### config.mk
export PLATFORM = sky130hd
export DESIGN_NAME = seq_window_monitor_flat
export DESIGN_NICKNAME = d
export VERILOG_FILES = /design/src/rtl/seq_window_monitor_if.sv /design/src/rtl/seq_window_monitor.sv /design/src/flat_wrapper.sv
export SDC_FILE = /design/constraint.sdc
export NUM_CORES = 1
export LEC_CHECK = 0
export BUFFER_PORTS_ARGS = -buffer_cell sky130_fd_sc_hd__buf_2
export CAP_MARGIN = 20
export CELL_PAD_IN_SITES_DETAIL_PLACEMENT = 0
export CELL_PAD_IN_SITES_GLOBAL_PLACEMENT = 1
export CORE_UTILIZATION = 41
export DETAILED_ROUTE_END_ITERATION = 10
export GPL_TIMING_DRIVEN = 0
export PLACE_DENSITY_LB_ADDON = 0.1
export SYNTH_ARGS = -nofsm -noshare
export SYNTH_HDL_FRONTEND = slang
export SYNTH_SLANG_ARGS = --single-unit
### constraint.sdc
create_clock -name clk -period 6.15 [get_ports clk]
set_clock_uncertainty 0.1 [all_clocks]
set_input_delay 1.23 -clock clk [delete_from_list [all_inputs] [get_ports clk]]
set_output_delay 1.23 -clock clk [all_outputs]
set_load 0.02 [all_outputs]
### src/rtl/seq_window_monitor_if.sv
// Bundle of the control, stimulus and result signals of seq_window_monitor.
// Latency: none (wires only). Backpressure: none, the monitor samples every cycle.
// Ports: en/clr/trig/resp go from master to slave; pass/fail/fail_sticky/pending/counters go back.
interface seq_window_monitor_if #(
  parameter int NCH   = 4,
  parameter int CNT_W = 16
);
  logic                 en;
  logic                 clr;
  logic [NCH-1:0]       trig;
  logic [NCH-1:0]       resp;
  logic [NCH-1:0]       pass;
  logic [NCH-1:0]       fail;
  logic [NCH-1:0]       fail_sticky;
  logic [NCH-1:0]       pending;
  logic [NCH*CNT_W-1:0] pass_cnt;
  logic [NCH*CNT_W-1:0] fail_cnt;

  // Stimulus side (bench or surrounding checker).
  modport master (
    output en, clr, trig, resp,
    input  pass, fail, fail_sticky, pending, pass_cnt, fail_cnt
  );

  // Monitor side.
  modport slave (
    input  en, clr, trig, resp,
    output pass, fail, fail_sticky, pending, pass_cnt, fail_cnt
  );
endinterface

### src/rtl/seq_window_monitor.sv
// Per-channel monitor for trig ##[MIN_DLY:MAX_DLY] resp (or ##[MIN_DLY:$] when UNBOUNDED=1).
// Latency: decisions made on the edge that samples resp are visible one cycle later.
// Backpressure: none; every cycle is sampled and overlapping attempts are tracked independently.
// Ports: clk, rst (async, active high); bus.slave carries en, clr, trig[NCH], resp[NCH] in and
//        pass, fail, fail_sticky, pending [NCH] plus pass_cnt/fail_cnt (channel i at [i*CNT_W +: CNT_W]) out.
module seq_window_monitor #(
  parameter int NCH       = 4,
  parameter int MIN_DLY   = 1,
  parameter int MAX_DLY   = 4,
  parameter int UNBOUNDED = 0,
  parameter int CNT_W     = 16
) (
  input  logic                clk,
  input  logic                rst,
  seq_window_monitor_if.slave bus
);

  // Deepest age tracked explicitly. In unbounded mode anything older than
  // MIN_DLY is folded into a single wait bit, so only ages up to MIN_DLY matter.
  localparam int D = (UNBOUNDED != 0) ? MIN_DLY : MAX_DLY;

  // Ages that a resp in the current cycle can satisfy. Bounded mode never holds
  // ages above MAX_DLY and unbounded mode never above MIN_DLY, so the lower
  // bound is the only one that needs encoding here.
  function automatic logic [D:0] win_mask();
    logic [D:0] m;
    m = '0;
    for (int k = 0; k <= D; k++) begin
      m[k] = (k >= MIN_DLY);
    end
    return m;
  endfunction

  localparam logic [D:0] WIN = win_mask();

  // Registered state. Bit k of age_q[ch] = an attempt started k cycles ago is
  // still open. Bit 0 is never set in the register; the new attempt of the
  // current cycle is merged into bit 0 combinationally.
  logic [D:0]                age_q [NCH];
  logic [NCH-1:0]            wait_q;
  logic [NCH-1:0]            pass_q;
  logic [NCH-1:0]            fail_q;
  logic [NCH-1:0]            sticky_q;
  logic [NCH-1:0]            pend_q;
  logic [NCH-1:0][CNT_W-1:0] pcnt_q;
  logic [NCH-1:0][CNT_W-1:0] fcnt_q;

  // Next-state / decision signals.
  logic [D:0]     age_d [NCH];
  logic [NCH-1:0] wait_d;
  logic [NCH-1:0] pass_d;
  logic [NCH-1:0] fail_d;
  logic [NCH-1:0] pend_d;

  always_comb begin
    logic [D:0] cur;
    cur    = '0;
    wait_d = '0;
    pass_d = '0;
    fail_d = '0;
    pend_d = '0;
    for (int ch = 0; ch < NCH; ch++) begin
      age_d[ch] = '0;
    end

    for (int ch = 0; ch < NCH; ch++) begin
      // Live attempts this cycle, including the one being started now.
      cur    = age_q[ch];
      cur[0] = cur[0] | (bus.trig[ch] & bus.en);

      if (bus.resp[ch]) begin
        // Everything inside the window completes; the wait bit (unbounded
        // mode) also completes. One pulse covers however many resolved.
        pass_d[ch] = (|(cur & WIN)) | wait_q[ch];
      end else if (UNBOUNDED != 0) begin
        // Oldest explicit age becomes an open-ended wait.
        wait_d[ch] = wait_q[ch] | cur[D];
      end else begin
        // Oldest age has run out of window: at most one failure per cycle.
        fail_d[ch] = cur[D];
      end

      // Shift survivors one age older. Age D never survives: it either
      // passed, failed, or moved into the wait bit above.
      for (int k = 1; k <= D; k++) begin
        age_d[ch][k] = cur[k-1] & ~(bus.resp[ch] & WIN[k-1]);
      end

      pend_d[ch] = (|age_d[ch]) | wait_d[ch];
    end
  end

  always_ff @(posedge clk or posedge rst) begin
    if (rst) begin
      for (int ch = 0; ch < NCH; ch++) begin
        age_q[ch] <= '0;
      end
      wait_q   <= '0;
      pass_q   <= '0;
      fail_q   <= '0;
      sticky_q <= '0;
      pend_q   <= '0;
      pcnt_q   <= '0;
      fcnt_q   <= '0;
    end else if (bus.clr) begin
      // clr wins over anything decided this cycle: those events are dropped.
      for (int ch = 0; ch < NCH; ch++) begin
        age_q[ch] <= '0;
      end
      wait_q   <= '0;
      pass_q   <= '0;
      fail_q   <= '0;
      sticky_q <= '0;
      pend_q   <= '0;
      pcnt_q   <= '0;
      fcnt_q   <= '0;
    end else begin
      for (int ch = 0; ch < NCH; ch++) begin
        age_q[ch] <= age_d[ch];
      end
      wait_q   <= wait_d;
      pass_q   <= pass_d;
      fail_q   <= fail_d;
      sticky_q <= sticky_q | fail_d;
      pend_q   <= pend_d;
      for (int ch = 0; ch < NCH; ch++) begin
        // Saturating counters: hold at all-ones instead of wrapping.
        if (pass_d[ch] && (pcnt_q[ch] != '1)) begin
          pcnt_q[ch] <= pcnt_q[ch] + CNT_W'(1);
        end
        if (fail_d[ch] && (fcnt_q[ch] != '1)) begin
          fcnt_q[ch] <= fcnt_q[ch] + CNT_W'(1);
        end
      end
    end
  end

  assign bus.pass        = pass_q;
  assign bus.fail        = fail_q;
  assign bus.fail_sticky = sticky_q;
  assign bus.pending     = pend_q;
  assign bus.pass_cnt    = pcnt_q;
  assign bus.fail_cnt    = fcnt_q;

endmodule

### src/flat_wrapper.sv
// flat-port wrapper written by rule: the top's interface ports become plain ports
module seq_window_monitor_flat 
#(
  parameter int NCH       = 4,
  parameter int MIN_DLY   = 1,
  parameter int MAX_DLY   = 4,
  parameter int UNBOUNDED = 0,
  parameter int CNT_W     = 16
)
  (clk, rst, bus_en, bus_clr, bus_trig, bus_resp, bus_pass, bus_fail, bus_fail_sticky, bus_pending, bus_pass_cnt, bus_fail_cnt);
  seq_window_monitor_if #(.NCH(NCH), .CNT_W(CNT_W)) bus_i ();
  input  logic clk;
  input  logic rst;
  input wire logic [$bits(bus_i.en)-1:0] bus_en;
  input wire logic [$bits(bus_i.clr)-1:0] bus_clr;
  input wire logic [$bits(bus_i.trig)-1:0] bus_trig;
  input wire logic [$bits(bus_i.resp)-1:0] bus_resp;
  output wire logic [$bits(bus_i.pass)-1:0] bus_pass;
  output wire logic [$bits(bus_i.fail)-1:0] bus_fail;
  output wire logic [$bits(bus_i.fail_sticky)-1:0] bus_fail_sticky;
  output wire logic [$bits(bus_i.pending)-1:0] bus_pending;
  output wire logic [$bits(bus_i.pass_cnt)-1:0] bus_pass_cnt;
  output wire logic [$bits(bus_i.fail_cnt)-1:0] bus_fail_cnt;
  assign bus_i.en = bus_en;
  assign bus_i.clr = bus_clr;
  assign bus_i.trig = bus_trig;
  assign bus_i.resp = bus_resp;
  assign bus_pass = bus_i.pass;
  assign bus_fail = bus_i.fail;
  assign bus_fail_sticky = bus_i.fail_sticky;
  assign bus_pending = bus_i.pending;
  assign bus_pass_cnt = bus_i.pass_cnt;
  assign bus_fail_cnt = bus_i.fail_cnt;
  seq_window_monitor #(.NCH(NCH), .MIN_DLY(MIN_DLY), .MAX_DLY(MAX_DLY), .UNBOUNDED(UNBOUNDED), .CNT_W(CNT_W)) u_core (.clk(clk), .rst(rst), .bus(bus_i));
endmodule
==> impl_metrics.yaml, run 1 <==
synth:
  ys_ff_latch: 160
  synth_top_area_share: 0.480
  avgSynthCellArea_um2: 9.74
  syn_nets: 876
  synthCells: 856
  syn_area_um2: 8340
  async_flop_share: 1.00
  synth_edf_count: 0
  yosys.area.top_type: "dfrtp_1"
  ys_dominant_reg_cell: "dfrtp_1"
  synth_area_leaders: "dfrtp_1 (48%), a21oi_1 (3.9%), or4_1 (3.5%)"
  synth_warnings: 0
  yosysSeqAreaShare: 0.480
  ys_types: 57
timing:
  finalMaxSlewViolations: 0
  period_minus_slack_ns: 3.66
  layout_setup_ws_ns: 2.49
  rsz0062_at_grt: "no"
  worstMarginPinSlew_ns: 0.871
  finalSetupViolCount: 0
  slew_headroom: 0.414
  fmax_ghz: 0.274
  hold_viol: 0
  timing.setup.tns_ns: 0
  period_share: 0.594
finish:
  fin_nets: 1055
  finalInstanceArea_um2: 10100
  drive_gt1_frac: 0.222
  syn_to_final_growth_pct: 21.4
  nFillCells: 1887
  final_cell_mix: "buf_2 (162), dfrtp_1 (160), nor2_1 (67)"
  final_common_cell: "buf_2"
  fin_cells: 1314
  multi_input_area_um2: 4140
  seqCellArea_um2: 4000
floorplanning:
  die_h_um: 145
  io_pins: 156
  die_w_um: 145
  die_area_um2: 20900
  rows: 51
  start_util: 0.423
  coreArea_um2: 19700
clocking:
  hold_buffers: 0
  post_cts.repair.setup_buffers: 0
  cts_tree: "done"
  post_cts_resized: 0
  clock_path_buffers: 2
  clkSinkCount: 160
  cts_buffers: 17
  htreeDepth: 4
  worst_skew_pair.late_latency_ns: 0.43
  path_clk_slew_ns: 0.06
  cts_root_buffer: "clkbuf_16"
worst_setup_path:
  reg2reg_to: "u_core.bus.fail_cnt[13]"
  critPathArrivalTime_ns: 3.83
  max_stage_delay_ns: 0.65
  reg2reg_from: "u_core.bus.fail_cnt[0]"
  slowest_stage: "clkbuf_1"
  cpMostUsedCell: "clkbuf_1"
  critPathRequiredTime_ns: 6.32
  crit_fanout: 10
  crit_type: "input pin to register"
  rrSetupSlack_ns: 3.50
  cp_cell_sequence: "buf_2 -> clkbuf_1 -> clkbuf_1 -> buf_1 -> clkbuf_1 -> a21oi_1"
  rr_worst_depth: 6
  start_kind: "input pin"
  endpoint_kind: "register"
power:
  power_leakage_nw: 4.54
  p_int_w: 0.00174
  swShare: 0.232
  p_per_area_nw_per_um2: 224
  switching_power_w: 0.000526
  clockPowerShare: 0.491
  power_frac_comb: 0.040
  ir_drop_mv: 0.187
  sequentialPowerShare: 0.469
route:
  dr_total_vias: 7695
  wl_um: 23900
  dr.pass1.iters: 5
  post_drt_wl_per_cell_um: 18.2
  ant_nets: 0
  vias_per_cell: 5.86
  drc: 0
  drt-initial-drc-count: 441
min_path:
  hold_path_class: "register to register"
  worstHoldEndpoint: "u_core.bus.fail_sticky[3]"
  min_path_cells: 1
  hp-start: "u_core.bus.fail_sticky[3]"
global_route:
  grt_overflow: 0
  grt_antenna_before_repair: 0
  grt_use_total: 0.237
  grt_pass1_vias: 7132
  grt_max_degree: 118
  grt_first_pass_wirelength_um: 38300
placement:
  dp_cells: 1280
  placed_area_um2: 9500
  hpwl_um: 16900
  dp_slack_ns: 1.96
  io_buffers: 155
  place.gp.congestion: 0.815
flow_run:
  max_cap_viol_count: 0
outcome:
  status: "complete, no violations"
-- stage by stage --
step	utilization	hold slack [ns]	power [W]
3_5_place_dp	0.482	0.364	0.00117
2_1_floorplan	-	0.378	0.00113
3_3_place_gp	0.479	0.358	0.00117
4_1_cts	0.513	0.379	0.00229
6_report	0.514	0.372	0.00227
5_1_grt	0.513	0.419	0.00234
-- worst max-delay path, delay by kind of cell --
family	cells	cell delay [ns]
AO/OA/AOI/OAI	1	0.10
buffers and inverters	5	2.49
-- routing by layer --
metal | vias up | track usage | share of wire
met5 | - | 0 | 0
met1 | 3789 | 0.331 | 0.47
met2 | 195 | 0.377 | 0.48
met4 | 0 | 0.0571 | 0.0096
li1 | 3693 | - | -
met3 | 18 | 0.0430 | 0.041
-- cells in the mapped netlist, types with 4 or more instances --
cell type	number
buf_2	5
nor2_1	67
dfrtp_1	160
o41ai_1	15
and2_1	21
nand2_1	43
or3_1	32
nor3_1	22
or2_2	5
a31oi_1	6
o311ai_0	9
xnor2_1	4
a211oi_1	12
o21ai_0	27
mux2i_1	6
a21oi_1	65
mux2_2	21
a21o_1	7
ha_1	8
nor2b_1	22
inv_1	24
and3_1	10
nand2b_1	5
nand3_1	44
or4_1	39
nor4b_1	6
and4_1	15
nor4_2	4
clkbuf_1	19
nand4_1	35
nor4_1	22
xor2_1	4
a22o_1	5
o31ai_1	33
-- final cells by class --
type	instances	share of cell area
clock buffer	20	0.0451
multi-input combinational	645	0.409
clock inverter	12	0.0157
tap	265	0.0327
buffer	27	0.0106
antenna	1	0.000247
timing repair buffer	160	0.0819
inverter	24	0.00964
sequential	160	0.395
-- worst max path at each step --
stage	startpoint	to	slack (ns)
after global routing	bus_clr	u_core.bus.fail_cnt[35]	2.35
final	bus_clr	u_core.bus.fail_cnt[35]	2.49
after detailed placement	bus_clr	u_core.bus.fail_cnt[35]	1.96
after CTS	bus_clr	u_core.bus.fail_cnt[35]	2.42
after global placement	rst	u_core.bus.fail_cnt[10]	-1.66
after floorplan	rst	u_core.age_q[11]	0.50
-- registers in the layout (all words and copies together), names as in the netlist --
register	cells
u_core.bus.fail_cnt	64
u_core.bus.pass_cnt	64
u_core.age_q	16
u_core.bus.fail	4
u_core.bus.fail_sticky	4
u_core.bus.pass	4
u_core.bus.pending	4
-- cells by family after synthesis --
group                    after synthesis  share of synthesized area
XOR/XNOR                               8                    0.00840
buffers and inverters                 51                     0.0237
flip-flops                           160                      0.480
AO/OA/AOI/OAI                        205                      0.167
multiplexers                          27                     0.0356
adder cells (fa/ha/maj)                8                     0.0120
AND/OR/NAND/NOR                      397                      0.273
-- power by group through the flow --
stage / combinational (W) / sequential, W / clock, W
after floorplan: 0.0000466 / 0.00108 / 0
after global placement: 0.0000895 / 0.00108 / 0
final: 0.0000904 / 0.00106 / 0.00111
after CTS: 0.0000938 / 0.00106 / 0.00113
after global routing: 0.000101 / 0.00106 / 0.00118
after detailed placement: 0.0000937 / 0.00108 / 0
(Power assumes the default switching activity.)
==> inputs of run 2 (changes only) <==
==> constraint.sdc (replaced) <==
create_clock -name clk -period 3.4 [get_ports clk]
set_clock_uncertainty 0.1 [all_clocks]
set_input_delay 0.68 -clock clk [delete_from_list [all_inputs] [get_ports clk]]
set_output_delay 0.68 -clock clk [all_outputs]
set_load 0.02 [all_outputs]
==> impl_metrics.yaml, run 2 (synthesis gave the netlist of run 1 again) <==
outcome:
  status: "complete, no violations"
finish:
  multi_input_area_um2: 4140
  syn_to_final_growth_pct: 22.7
  final_common_cell: "buf_2"
  diodes: 0
  finalInstanceArea_um2: 10200
  final_core_util: 0.519
  nFillCells: 1868
  fin_nets: 1058
  final_cell_mix: "buf_2 (164), dfrtp_1 (160), nor2_1 (67)"
  fin_cells: 1316
  seqCellArea_um2: 4000
  drive_gt1_frac: 0.223
placement:
  dp_cells: 1283
  placed_area_um2: 9550
  place.gp.congestion: 0.798
  hpwl_um: 17300
  io_buffers: 155
power:
  ir_drop_mv: 0.363
  p_per_area_nw_per_um2: 421
  power_leakage_nw: 4.58
global_route:
  use_met3: 0.0368
  grt_busiest_layer: "met2"
  grt_max_degree: 41
  grt_antenna_before_repair: 0
  grt_overflow: 0
  grtUsageMet2: 0.373
  grt_use_total: 0.236
  grtUsageMet1: 0.333
  grt_pass1_vias: 7041
  grt_first_pass_wirelength_um: 38100
worst_setup_path:
  cp_top_family: "buffers and inverters"
  reg2reg_to: "u_core.bus.fail_cnt[11]"
  reg2reg_from: "u_core.bus.fail_cnt[0]"
  start_kind: "input pin"
  cpMostUsedCell: "clkbuf_1"
  rr_worst_depth: 6
  rrSetupSlack_ns: 0.67
  crit_type: "input pin to register"
  max_stage_delay_ns: 0.62
  crit_fanout: 10
  cp_cell_sequence: "buf_2 -> clkbuf_1 -> clkbuf_1 -> buf_1 -> clkbuf_1 -> a21oi_1"
  endpoint_kind: "register"
  critPathRequiredTime_ns: 3.57
  critPathArrivalTime_ns: 3.28
  slowest_stage: "clkbuf_1"
  path_buf_inv: 5
clocking:
  cts_root_buffer: "clkbuf_16"
  cts_buffers: 17
  clkSinkCount: 160
  hold_buffers: 0
  worst_skew_pair.late_latency_ns: 0.43
  post_cts_resized: 0
  cts_tree: "done"
  path_clk_slew_ns: 0.07
  post_cts.repair.setup_buffers: 0
  htreeDepth: 4
  clock_path_buffers: 2
timing:
  fmax_ghz: 0.322
  timing.setup.tns_ns: 0
  finalMaxSlewViolations: 0
  period_share: 0.914
  period_minus_slack_ns: 3.11
  hold_viol: 0
  rsz0062_at_grt: "no"
  worstMarginPinSlew_ns: 0.948
  slew_headroom: 0.368
  finalSetupViolCount: 0
min_path:
  hold_path_class: "input pin to asynchronous set/reset pin"
route:
  ant_nets: 0
  drt-initial-drc-count: 421
  dr_total_vias: 7708
  wl_um: 23700
  vias_per_cell: 5.86
  dr.pass1.iters: 5
  drc: 0
  post_drt_wl_per_cell_um: 18.0
floorplanning:
  io_pins: 156
  die_area_um2: 20900
  coreArea_um2: 19700
  start_util: 0.423
  die_h_um: 145
  die_w_um: 145
  rows: 51
flow_run:
  max_cap_viol_count: 0
-- run 2: cell count changes in the layout (fill, tap and decap cells not counted), sizes merged, moves of 2 or more --
cell,previous run,this run
clkinvlp,2,4
clkbuf,40,42
buf,166,171
clkinv,6,0
bufinv,3,6
inv,25,23
-- run 2: where the power goes --
part | internal (W) | total [W] | switching (W) | leakage [nW]
Sequential | 0.00191 | 0.00192 | 0.00000856 | 2.23
Clock | 0.00144 | 0.00222 | 0.000779 | 0.320
Combinational | 0.0000407 | 0.000170 | 0.000129 | 2.03
Total | 0.00339 | 0.00431 | 0.000917 | 4.58
-- run 2: per-layer routing --
| metal | wire length, µm | part of all wire |
|---|---|---|
| met1 | 11300 | 0.48 |
| met2 | 11100 | 0.47 |
| met3 | 987 | 0.042 |
| met4 | 300 | 0.013 |
| met5 | 0 | 0 |
-- run 2: final cells by class --
class | count | area share
flip-flops and latches | 160 | 0.391
plain buffers | 27 | 0.0105
clock inverters | 9 | 0.0198
inverters | 24 | 0.00917
well taps | 265 | 0.0324
clock buffers | 23 | 0.0467
repair buffers | 163 | 0.0856
multi-input cells | 645 | 0.405
-- run 2: worst max-delay path by stage --
| stage | from | end | cells past startpoint |
|---|---|---|---|
| 4_1_cts | bus_clr | u_core.bus.fail_cnt[37] | 6 |
| 3_5_place_dp | bus_clr | u_core.bus.fail_cnt[37] | 6 |
| 5_1_grt | bus_clr | u_core.bus.pass_cnt[47] | 6 |
| 6_report | bus_clr | u_core.bus.fail_cnt[37] | 6 |
| 2_1_floorplan | rst | u_core.age_q[11] | 1 |
| 3_3_place_gp | rst | u_core.bus.fail_cnt[10] | 2 |
-- run 2: per-stage QoR --
stage	worst slack, ns	total power, W	hold WS [ns]
2_1_floorplan	0.591	0.00205	0.378
3_3_place_gp	-0.548	0.00212	0.360
3_5_place_dp	-0.235	0.00213	0.365
4_1_cts	0.209	0.00436	0.202
5_1_grt	0.0695	0.00444	0.232
6_report	0.292	0.00431	0.186
-- run 2: worst reg2reg max path, cell delays in order, from the launching register on --
cell and delay, ns:
dfrtp_1 0.44, ha_1 0.23, nand4_1 0.38, nor4_1 0.69, buf_2 0.34, nor2_1 0.12
a221o_1 0.32
